<file path="src/rtl/axi_bram2axis.sv">
// Streams a contiguous BRAM region out as AXI4-Stream. Read latency is absorbed
// by a credit-managed FIFO so downstream backpressure never drops a word.
module axi_bram2axis #(
  parameter int AXI_DATA_WIDTH      = 128,
  parameter int AXI_XFER_SIZE_WIDTH = 32,
  parameter int BRAM_ADDR_WIDTH     = 32,
  parameter int BRAM_DATA_WIDTH     = 128,
  parameter int BRAM_DELAY          = 2,
  parameter int FIFO_DEPTH          = 8
) (
  input  logic                           clk,
  input  logic                           areset,
  input  logic                           i_b2as_start,
  output logic                           o_b2as_done,
  input  logic [BRAM_ADDR_WIDTH-1:0]     i_b2as_bram_addr,
  input  logic [AXI_XFER_SIZE_WIDTH-1:0] i_b2as_data_size_bytes,
  output logic                           o_b2as_rden,
  output logic [BRAM_ADDR_WIDTH-1:0]     o_b2as_rdaddr,
  input  logic [BRAM_DATA_WIDTH-1:0]     i_b2as_rddata,
  output logic                           m_axis_tvalid,
  input  logic                           m_axis_tready,
  output logic [AXI_DATA_WIDTH-1:0]      m_axis_tdata,
  output logic                           m_axis_tlast
);

  localparam int SW         = AXI_XFER_SIZE_WIDTH;
  localparam int BYTES      = AXI_DATA_WIDTH / 8;
  localparam int BYTE_SHIFT = $clog2(BYTES);
  localparam int PW         = $clog2(FIFO_DEPTH);
  localparam int CW         = PW + 1;
  localparam int IW         = $clog2(BRAM_DELAY + 1);

  typedef enum logic [1:0] {IDLE, RUN, DONE} state_t;

  state_t                     state;
  logic [BRAM_ADDR_WIDTH-1:0] addr;
  logic [SW-1:0]              beats;
  logic [SW-1:0]              rd_remaining;
  logic [SW-1:0]              out_cnt;
  logic [SW-1:0]              size_beats;
  logic [BRAM_DELAY-1:0]      vld_sr;
  logic [IW-1:0]              inflight;
  logic [CW:0]                credit_used;
  logic [BRAM_DATA_WIDTH-1:0] fifo_mem [FIFO_DEPTH];
  logic [PW-1:0]              wr_ptr;
  logic [PW-1:0]              rd_ptr;
  logic [CW-1:0]              fifo_count;
  logic                       push;
  logic                       pop;

  // A partial final word still costs a full beat; the divide avoids overflow on huge sizes.
  assign size_beats = (i_b2as_data_size_bytes >> BYTE_SHIFT)
                    + SW'((i_b2as_data_size_bytes & SW'(BYTES - 1)) != '0);

  always_comb begin
    inflight = '0;
    for (int i = 0; i < BRAM_DELAY; i++) inflight += IW'(vld_sr[i]);
  end

  // Reads in flight already own a FIFO slot, so the FIFO can never overflow.
  assign credit_used   = (CW+1)'(fifo_count) + (CW+1)'(inflight);
  assign o_b2as_rden   = (state == RUN) && (rd_remaining != '0)
                      && (credit_used < (CW+1)'(FIFO_DEPTH));
  assign o_b2as_rdaddr = addr;

  assign push          = vld_sr[BRAM_DELAY-1];
  assign m_axis_tvalid = (fifo_count != '0);
  assign pop           = m_axis_tvalid && m_axis_tready;
  assign m_axis_tdata  = m_axis_tvalid ? fifo_mem[rd_ptr] : '0;
  assign m_axis_tlast  = m_axis_tvalid && (out_cnt == beats - SW'(1));

  always_ff @(posedge clk or posedge areset) begin
    if (areset) begin
      state        <= IDLE;
      addr         <= '0;
      beats        <= '0;
      rd_remaining <= '0;
      out_cnt      <= '0;
      o_b2as_done  <= 1'b0;
    end else begin
      o_b2as_done <= 1'b0;
      case (state)
        IDLE: begin
          if (i_b2as_start) begin
            addr         <= i_b2as_bram_addr;
            beats        <= size_beats;
            rd_remaining <= size_beats;
            out_cnt      <= '0;
            if (size_beats == '0) begin
              state       <= DONE;
              o_b2as_done <= 1'b1;
            end else begin
              state <= RUN;
            end
          end
        end
        RUN: begin
          if (o_b2as_rden) begin
            addr         <= addr + BRAM_ADDR_WIDTH'(1);
            rd_remaining <= rd_remaining - SW'(1);
          end
          if (pop) begin
            out_cnt <= out_cnt + SW'(1);
            if (m_axis_tlast) begin
              state       <= DONE;
              o_b2as_done <= 1'b1;
            end
          end
        end
        DONE:    state <= IDLE;
        default: state <= IDLE;
      endcase
    end
  end

  always_ff @(posedge clk or posedge areset) begin
    if (areset) vld_sr <= '0;
    else        vld_sr <= (vld_sr << 1) | BRAM_DELAY'(o_b2as_rden);
  end

  always_ff @(posedge clk or posedge areset) begin
    if (areset) begin
      wr_ptr     <= '0;
      rd_ptr     <= '0;
      fifo_count <= '0;
    end else begin
      if (push) wr_ptr <= wr_ptr + PW'(1);
      if (pop)  rd_ptr <= rd_ptr + PW'(1);
      case ({push, pop})
        2'b10:   fifo_count <= fifo_count + CW'(1);
        2'b01:   fifo_count <= fifo_count - CW'(1);
        default: fifo_count <= fifo_count;
      endcase
    end
  end

  // NOTE: storage is not reset; fifo_count gates every read, so stale words are never visible.
  always_ff @(posedge clk) begin
    if (push) fifo_mem[wr_ptr] <= i_b2as_rddata;
  end

endmodule
</file>
<file path="config.mk">
export PLATFORM = sky130hd
export DESIGN_NAME = axi_bram2axis
export DESIGN_NICKNAME = d
export VERILOG_FILES = /design/src/rtl/axi_bram2axis.sv
export SDC_FILE = /design/constraint.sdc
export NUM_CORES = 1
export LEC_CHECK = 0
export ABC_CLOCK_PERIOD_IN_PS = 29100
export CAP_MARGIN = 20
export CORE_ASPECT_RATIO = 0.8
export CORE_MARGIN = 2
export CORE_UTILIZATION = 40
export CTS_BUF_LIST = sky130_fd_sc_hd__clkbuf_16
export DETAILED_ROUTE_END_ITERATION = 16
export SYNTH_ARGS = -nofsm -noshare
export SYNTH_HDL_FRONTEND = slang
export SYNTH_SLANG_ARGS = --single-unit
</file>
<file path="constraint.sdc">
create_clock -name clk -period 29.1 [get_ports clk]
set_input_delay 5.82 -clock clk [delete_from_list [all_inputs] [get_ports clk]]
set_output_delay 5.82 -clock clk [all_outputs]
set_load 0.1 [all_outputs]
</file>
Word level (Yosys, flattened, before mapping)
Memory sizes are Yosys's and may differ from the RTL's.
Cells that the tools add are included.
- register bits: 143
- latch bits: 0
- bits in writable memories: 1024
- ROM bits: 0
- bits of input ports: 196
- output and inout port bits: 164
- logic and storage cells: 70
- memories kept: 1
- memory list (name ; words ; width ; read ports ; clocked after Yosys merged registers in ; wr ports ; RTL line ; text):
    fifo_mem ; 8 ; 128 ; 1 ; 0 ; 1 ; 44 ; logic [BRAM_DATA_WIDTH-1:0] fifo_mem [FIFO_DEPTH];
- $add $sub $neg: 11
- multipliers: 0
- divide/modulo/power cells: 0
- $lt $le $gt $ge: 1
- eq/ne operators: 8
- shift-type cells: 0
- multiplexer cells: 23
- bitwise gates (word level): 1
- reductions and logical operators: 15
- operators with widths (operator ; count):
    32-bit two-way mux ; 6
    32-bit case mux with 2 select lines ; 3
    128-bit two-way mux ; 1
    32-bit by 1-bit adder with 32-bit output, second input constant ; 2
    32-bit nonzero test ; 2
    32-bit by 1-bit subtractor with 32-bit output, second input constant ; 2
    32-bit equality test ; 1
    32-bit zero test ; 1
    28-bit by 1-bit adder with 29-bit output ; 1
    3-bit AND reduction ; 3
    2-bit two-way mux ; 4
    2-bit inequality test, second input constant ; 4
    4-bit case mux with 2 select lines ; 1
    3-bit by 1-bit adder with 3-bit output, second input constant ; 2
    1-bit two-way mux ; 6
    4-bit by 2-bit adder with 5-bit output ; 1
    5-bit by 4-bit < comparator with 1-bit output, second input constant ; 1
    4-bit by 1-bit adder with 4-bit output, second input constant ; 1
    2-bit by 1-bit equality test with 1-bit output, second input constant ; 2
    1-bit logical AND ; 4
    2-bit case mux with 2 select lines ; 1
    2-bit nonzero test ; 2
    4-bit nonzero test ; 1
    4-bit by 1-bit subtractor with 4-bit output, second input constant ; 1
    other kinds (6) ; 6

Longest topological paths before layout
Gate-level depths: netlist of the first run.
- depth in word-level cells: 6
- mapped depth: 12
- mapped depth without buffers: 11

Least setup slack after synthesis of the first run
OpenSTA, ideal clock, no wires.
- kind: reg2reg
- from: register vld_sr[1]
- to: memory fifo_mem[4][0], enable pin
- library setup time: 0.772 ns
- arrival: 9.318 ns
- required time: 28.328 ns
- slack: 19.010 ns
- cell stages (with the launch flop): 4
- buffers on the path: 1
- clock period less this slack: 10.090 ns
- path through: dfrtp_1 > clkbuf_1 > nand2_1 > nor3_1
- longest elaborated chain between the ends: 2
- RTL lines (element ; RTL line ; text):
    from (decl) ; 41 ; logic [BRAM_DELAY-1:0] vld_sr;
    from (signal assigned) ; 118 ; else vld_sr <= (vld_sr << 1) | BRAM_DELAY'(o_b2as_rden);
    1-bit two-way mux ; 139 ; if (push) fifo_mem[wr_ptr] <= i_b2as_rddata;
    1-bit two-way mux (not written as such) ; 139 ;
    to (decl) ; 44 ;
No other way between the ends.

Worst setup path in the final report of the first run
- from: register rd_ptr[0]
- to: output m_axis_tdata[34]
- longest elaborated chain between the ends: 2
- RTL lines (element ; RTL line ; text):
    from (decl) ; 46 ; logic [PW-1:0] rd_ptr;
    from (signal assigned) ; 128 ; if (pop) rd_ptr <= rd_ptr + PW'(1);
    memory read 8 x 128 bit ; -- ;
    128-bit two-way mux ; 69 ; assign m_axis_tdata = m_axis_tvalid ? fifo_mem[rd_ptr] : '0;
    to (decl) ; 22 ; output logic [AXI_DATA_WIDTH-1:0] m_axis_tdata,
No other way between the ends.

==> flow_summary.ini, run 1 <==
[drt]
wl_per_cell_microns = 24.2
via_per_inst = 5.50
routed_wl_mm = 115
first_pass_iters = 5
drc = 0
drtIter0Drc = 2190
detail-route-antenna-nets = 0
num_vias = 26100

[synth]
synthArstFlopShare_pct = 12.0
ys_ff_latch = 1164
synth_edf_count = 1024
ys_seq_area_share_pct = 71.9
synth_cells = 2712
avgSynthCellArea_sq_um = 17.6
yosysUniqueCellTypes = 75
ys_warn_count = 0
mappedNetlistNets = 2921
netlist_area_sq_um = 47600
synth_flop_cell = edfxtp_1

[grt]
grt_max_degree = 166
grt_pass1_vias = 27100
grt_pass1_wl_mm = 173
antenna_found_initial = 18
overflow = 0
grt.total_usage_pct = 18.9

[layout]
final_nets = 3300
regArea_sq_um = 34300
syn2layout_area_growth_pct = 19.4
multi_input_area_sq_um = 12800
nFillCells = 9791
drive_gt1_share_pct = 16.0

[die]
die_y_microns = 313
fp.coreArea_sq_um = 118000
start_util_pct = 40.2
row_count = 113
die_x_microns = 390
top_level_ports = 360
die_area_sq_um = 122000

[setup_path]
critPathArrivalTime_ps = 5270
start_kind = flip-flop
critPathKind = reg -> out
crit_fanout = 101
reg2reg_depth = 10
cp.required_ps = 23280
crit_path_end_kind = output port

[sta]
report.final.setup_viol = 0
fmax_mhz = 90.2
tightestPinTransition_ps = 1130
relSlewSlack_pct = 24.6
grt_setup_unrepaired = no
tns_ps = 0
drv_slew = 0
hold_viol = 0
min_period_ps = 11090
fin_crit_sh_pct = 38.1
finClkSkew_ps = 33.2

[clock_tree]
cts_buffers = 115
cts-resized-gates = 0
clkTransAtPathRegs_ps = 60
root_buffer = clkbuf_16
post_cts_buffers = 0
holdBufCountCts = 0
htree_levels = 3
cts_sinks = 1164
cts_max_path_buffers = 3
cts_tree = yes
clk_latency_ps = 750

[placement]
post-dp-hpwl_mm = 65.4
port_buffers = 359
place.gp.congestion = 0.835

[job]
maxCapViolCount = 0

[hold_path]
holdPathStages = 0
min_path_type = reg -> reg

[status]
status = complete, no violations
[layout by cell type, fill, tap and decap left out, types with 7 or more instances in the layout]
cell type	Yosys	routed
edfxtp_1	1024	1024
clkdlybuf4s50_1	0	358
nor2_1	265	259
mux4_2	256	256
dfrtp_1	140	137
mux2i_1	131	131
nand2_1	125	125
clkbuf_16	0	116
o21ai_0	94	94
a21oi_1	85	84
xnor2_1	58	58
nand3_1	54	54
xor2_1	49	49
inv_1	23	44
buf_4	0	41
nor3_1	31	29
clkinv_1	0	28
clkinv_2	0	27
nand4_1	18	18
and3_1	17	17
nor4_1	16	15
o22ai_1	15	15
and4_1	12	12
ha_1	12	12
or4_1	10	10
a22o_1	10	10
o22a_1	9	9
nor3b_1	9	8
bufinv_16	0	8
clkinvlp_4	0	7
[layout make-up]
type | instances | area share [%]
Multi-Input combinational cell | 1382 | 22.5
Clock inverter | 102 | 1.39
Antenna cell | 4 | 0.0176
Inverter | 23 | 0.161
Clock buffer | 116 | 5.11
Tap cell | 1552 | 3.42
Timing Repair Buffer | 405 | 7.10
Sequential cell | 1164 | 60.3
[critical path: stages (launching register included)]
cell             delay [ps]
dfrtp_4                 890
buf_4                   750
buf_12                  720
mux4_2                  360
mux2i_1                  90
nor2_1                  390
clkdlybuf4s50_1        1240
[flip-flops by register name, summed over array words and instances (netlist names)]
register and cells:
fifo_mem 1024, o_b2as_rdaddr 32, out_cnt 32, rd_remaining 32
beats 29, fifo_count 4, rd_ptr 3, wr_ptr 3
state 2, vld_sr 2, o_b2as_done 1
[cells in the mapped netlist, types with 49 or more instances]
cell type / number / area (sq um)
a21oi_1: 85 / 425
clkbuf_1: 89 / 334
dfrtp_1: 140 / 3500
edfxtp_1: 1024 / 30700
mux2i_1: 131 / 1310
mux4_2: 256 / 5770
nand2_1: 125 / 469
nand3_1: 54 / 270
nor2_1: 265 / 995
o21ai_0: 94 / 470
xnor2_1: 58 / 508
xor2_1: 49 / 429
[through the flow]
stage	cell area, sq um	cells	utilization (%)	worst slack [ps]	hold WS, ps
3_3_place_gp	53000	4523	44.8	18610	376
4_1_cts	56800	4743	48.0	17820	396
2_1_floorplan	47600	2712	-	19010	360
5_1_grt	56800	4745	48.0	17560	408
6_report	56800	4748	48.0	18010	409
3_5_place_dp	53100	4525	44.9	18630	369
[cell families after synthesis]
kind of cell / share of synthesized area, %
DFF: 71.9
and+or+nand+nor: 6.17
muxes: 14.9
AOI/OAI and AO/OA: 3.25
buffers and inverters: 1.37
xor gates and xnor gates: 1.97
adders and majority gates: 0.357
[final timing paths]
| check | from | endpoint | slack [ps] |
|---|---|---|---|
| worst max-delay path | rd_ptr[0] | m_axis_tdata[34] | 18010 |
| max in group asynchronous | areset | rd_ptr[2] | 22050 |
| worst min-delay path | vld_sr[0] | vld_sr[1] | 410 |
| min in group asynchronous | areset | o_b2as_rdaddr[29] | 5650 |
| worst max register to register | rd_remaining[1] | o_b2as_rdaddr[14] | 25150 |
| worst min register to register | vld_sr[0] | vld_sr[1] | 410 |
[layer usage]
layer / up-vias / GRT usage [%] / part of all wire (%)
met5: - / 0 / 0.17
met4: 30 / 4.21 / 1.9
met3: 180 / 4.87 / 6.6
met2: 701 / 31.0 / 49
met1: 13700 / 25.4 / 43
li1: 11500 / - / -
Power of run 1 is left out: the tool's default activity adds up to more than one toggle a clock period on the data nets, which glitch-free logic cannot reach.
==> run 2: changes to the inputs <==
--- a/config.mk
+++ b/config.mk
@@ -5,7 +5,7 @@
 export SDC_FILE = /design/constraint.sdc
 export NUM_CORES = 1
 export LEC_CHECK = 0
-export ABC_CLOCK_PERIOD_IN_PS = 29100
+export ABC_CLOCK_PERIOD_IN_PS = 10700
 export CAP_MARGIN = 20
 export CORE_ASPECT_RATIO = 0.8
 export CORE_MARGIN = 2
==> constraint.sdc (replaced) <==
create_clock -name clk -period 10.7 [get_ports clk]
set_input_delay 2.14 -clock clk [delete_from_list [all_inputs] [get_ports clk]]
set_output_delay 2.14 -clock clk [all_outputs]
set_load 0.1 [all_outputs]
==> run 2 against run 1 <==
  * Design area hardly changed
  * Sequential cell count stayed put
  * Register-to-register slack got worse by 18000 ps
  * Critical endpoint is now m_axis_tlast
==> flow_summary.ini, run 2 (synthesized netlist as in run 1, its figures left out) <==
[setup_path]
critical-path-slowest-cell = clkdlybuf4s50_1
timing.rr.start = rd_remaining[0]
startpoint = beats[0]
reg2reg_depth = 10
start_kind = flip-flop
crit_path_end_kind = output port
worstPathCellList = inv_1, ha_1, nor4b_1, and4_1, nand2_1, xnor2_1, or4_1, nor4_1, nor4b_2, clkdlybuf4s50_1
path_buf_inv = 2
slowest_delay_ps = 1240
crit_fanout = 7
critPathKind = reg -> out
critPathArrivalTime_ps = 4870
reg2reg_to = rd_remaining[12]
critPathTopFamily = simple AND/OR/NAND/NOR gates
reg2reg_slack_ps = 6900
cp.required_ps = 8560

[grt]
grt_pass1_vias = 27400
antenna_found_initial = 21
overflow = 0
grt_max_degree = 131
grt.total_usage_pct = 18.8
grt_pass1_wl_mm = 172

[clock_tree]
cts_tree = yes
clkTransAtPathRegs_ps = 60
cts_max_path_buffers = 3
cts_buffers = 114
clk_latency_ps = 710
cts_sinks = 1164
cts-resized-gates = 0
htree_levels = 3
holdBufCountCts = 0
root_buffer = clkbuf_16
post_cts_buffers = 0

[layout]
regArea_sq_um = 34300
nFillCells = 9889
regMostFlops = fifo_mem
syn2layout_area_growth_pct = 19.3
largest_reg_flops = 1024
utilization_pct = 48.0
mostFrequentLayoutCells = 1,024 x edfxtp_1, 358 x clkdlybuf4s50_1, 259 x nor2_1
drive_gt1_share_pct = 15.7
finalNonFillerCells = 4736
final_nets = 3294
final_common_cell = edfxtp_1
multi_input_area_sq_um = 12800

[die]
fp.coreArea_sq_um = 118000
top_level_ports = 360
start_util_pct = 40.2
die_y_microns = 313
row_count = 113
die_area_sq_um = 122000
die_x_microns = 390

[sta]
tightestPinTransition_ps = 1170
finClkSkew_ps = 48.2
grt_setup_unrepaired = no
hold_viol = 0
fmax_mhz = 143
relSlewSlack_pct = 22.0
tns_ps = 0
fin_crit_sh_pct = 65.6
postLayoutSetupSlackWorst_ps = 3690
min_period_ps = 7010
report.final.setup_viol = 0
drv_slew = 0

[status]
status = complete, no violations

[hold_path]
min_path_type = reg -> reg
min_from = vld_sr[0]
holdPathStages = 0
hold_path_end = vld_sr[1]

[placement]
pre_cts_slack_ps = 4430
post-place-cells = 4521
port_buffers = 359
post-dp-hpwl_mm = 65.1
place.gp.congestion = 0.843

[drt]
detail-route-antenna-nets = 0
drtIter0Drc = 2008
drc = 0
wl_per_cell_microns = 24.2
first_pass_iters = 5
routed_wl_mm = 114
num_vias = 26000
via_per_inst = 5.50

[job]
maxCapViolCount = 0
run 2: metrics by stage:
stage	hold WS (ps)	cell area [sq um]
floorplan	360	47600
global placement	377	53100
detailed placement	369	53100
CTS	348	56800
global route	376	56800
finish	354	56800
run 2: routing by layer:
metal	vias up	share of wire [%]	track usage, %	wire length [microns]
met5	-	0.18	0	207
li1	11500	-	-	-
met1	13600	42	24.6	48000
met3	179	7.3	5.55	8390
met4	32	1.9	4.50	2130
met2	688	49	31.0	55700
run 2: how the worst max path moves through the flow:
stage | endpoint | cells past startpoint
floorplan | fifo_mem[4][0] | 3
global placement | m_axis_tdata[114] | 6
detailed placement | m_axis_tdata[113] | 6
CTS | m_axis_tdata[113] | 6
global route | m_axis_tlast | 10
finish | m_axis_tlast | 10
run 2: layout make-up:
| cell class | instances | share of cell area [%] |
|---|---|---|
| Inverter | 23 | 0.161 |
| Timing Repair Buffer | 400 | 7.07 |
| Multi-Input combinational cell | 1382 | 22.5 |
| Clock inverter | 98 | 1.50 |
| Clock buffer | 114 | 5.02 |
| Sequential cell | 1164 | 60.3 |
| Antenna cell | 3 | 0.0132 |
| Tap cell | 1552 | 3.42 |
Power of run 2 is left out for the same reason.
==> run 3: changes to the inputs <==
--- a/config.mk
+++ b/config.mk
@@ -5,7 +5,7 @@
 export SDC_FILE = /design/constraint.sdc
 export NUM_CORES = 1
 export LEC_CHECK = 0
-export ABC_CLOCK_PERIOD_IN_PS = 10700
+export ABC_CLOCK_PERIOD_IN_PS = 6200
 export CAP_MARGIN = 20
 export CORE_ASPECT_RATIO = 0.8
 export CORE_MARGIN = 2
==> constraint.sdc (replaced) <==
create_clock -name clk -period 6.2 [get_ports clk]
set_input_delay 1.24 -clock clk [delete_from_list [all_inputs] [get_ports clk]]
set_output_delay 1.24 -clock clk [all_outputs]
set_load 0.1 [all_outputs]
==> run 3 against run 2 <==
  * Register-to-register slack got worse by 4400 ps
  * Global-route usage rose by 0.062 points
  * First-iteration DRC count up 10%
  * Count of clock-buffer cells in the layout increased by 2
  * Sequential cell count stayed put
  * Clock skew rose by 2.2 ps
  * Hold slack improved by 150 ps
==> flow_summary.ini, run 3 (synthesized netlist as in run 1, its figures left out) <==
[setup_path]
crit_path_end_kind = output port
critPathKind = reg -> out
cp.required_ps = 4960
crit_fanout = 33
critPathArrivalTime_ps = 4140
timing.rr.start = rd_remaining[0]
start_kind = flip-flop
startpoint = rd_ptr[0]

[clock_tree]
clk_latency_ps = 740
cts_sinks = 1164
cts_tree = yes
cts_buffers = 115
post_cts_buffers = 0
holdBufCountCts = 0
cts_max_path_buffers = 3
htree_levels = 3
cts-resized-gates = 0
root_buffer = clkbuf_16
clkTransAtPathRegs_ps = 60

[sta]
fmax_mhz = 186
min_period_ps = 5380
grt_setup_unrepaired = no
hold_viol = 0
report.final.setup_viol = 0
finClkSkew_ps = 50.3
drv_slew = 0
fin_crit_sh_pct = 86.8
relSlewSlack_pct = 24.3
tns_ps = 0
tightestPinTransition_ps = 1130

[die]
start_util_pct = 40.2
die_x_microns = 390
die_area_sq_um = 122000
row_count = 113
die_y_microns = 313
fp.coreArea_sq_um = 118000
top_level_ports = 360

[hold_path]
min_from = rd_remaining[9]
min_path_type = reg -> reg

[placement]
post-dp-hpwl_mm = 67.1
place.gp.congestion = 0.867
port_buffers = 359

[layout]
final_common_cell = edfxtp_1
nFillCells = 9758
mostFrequentLayoutCells = 1,024 x edfxtp_1, 352 x clkdlybuf4s50_1, 259 x nor2_1
regArea_sq_um = 34300
final_nets = 3311
drive_gt1_share_pct = 16.2
multi_input_area_sq_um = 12800
utilization_pct = 48.2
syn2layout_area_growth_pct = 19.8
largest_reg_flops = 1024
regMostFlops = fifo_mem

[drt]
via_per_inst = 5.49
drtIter0Drc = 2216
detail-route-antenna-nets = 0
num_vias = 26100
routed_wl_mm = 115
wl_per_cell_microns = 24.2
first_pass_iters = 7
drc = 0

[status]
status = complete, no violations

[grt]
grt_pass1_vias = 27400
grt_pass1_wl_mm = 174
grt_max_degree = 131
antenna_found_initial = 14
overflow = 0
grt.total_usage_pct = 18.9

[job]
maxCapViolCount = 0
==> run 3: changes by cell type in the layout (fill, tap and decap cells not counted), sizes merged, moves of 2 or more <==
cell,delta
clkinvlp,-2
clkinv,+11
clkbuf,+2
diode,+2
inv,-6
clkdlybuf4s50,-6
buf,+22
==> run 3: final cells by class <==
| type | instances | area share, % |
|---|---|---|
| multi-input cells | 1382 | 22.4 |
| diodes | 5 | 0.0219 |
| clock inverters | 100 | 1.50 |
| repair buffers | 416 | 7.31 |
| flip-flops and latches | 1164 | 60.1 |
| well taps | 1552 | 3.40 |
| inverters | 23 | 0.160 |
| clock buffers | 116 | 5.09 |
==> run 3: worst paths after layout <==
check | slack [ps] | to | cells after the start
min in group asynchronous | 1020 | wr_ptr[1] | 2
worst max-delay path | 820 | m_axis_tdata[34] | 4
worst min register to register | 500 | rd_remaining[9] | 1
worst min-delay path | 500 | rd_remaining[9] | 1
worst max register to register | 2500 | o_b2as_rdaddr[3] | 10
max in group asynchronous | 3840 | o_b2as_rdaddr[0] | 3
==> run 3: per-stage QoR <==
stage | std cells | hold slack (ps) | setup WS [ps] | area (sq um)
CTS | 4753 | 501 | 606 | 57000
global placement | 4537 | 471 | 1490 | 53300
floorplan | 2712 | 360 | -452 | 47600
detailed placement | 4537 | 446 | 1430 | 53300
global route | 4753 | 517 | 525 | 57000
finish | 4758 | 499 | 817 | 57000
==> run 3: per-layer routing <==
layer  vias up  wire length [microns]  GRT usage, %
li1      11500                      -             -
met1     13700                  49200          25.8
met2       730                  55400          30.7
met3       176                   8440          4.85
met4        22                   1940          4.06
met5         -                    146             0
==> run 3: worst max-delay path, cell delays in order, from the launching register on <==
cell             delay [ps]
dfrtp_4                 910
mux4_2                  590
mux2i_1                 600
nor2_1                  240
clkdlybuf4s50_1        1040
Power of run 3 is left out for the same reason.
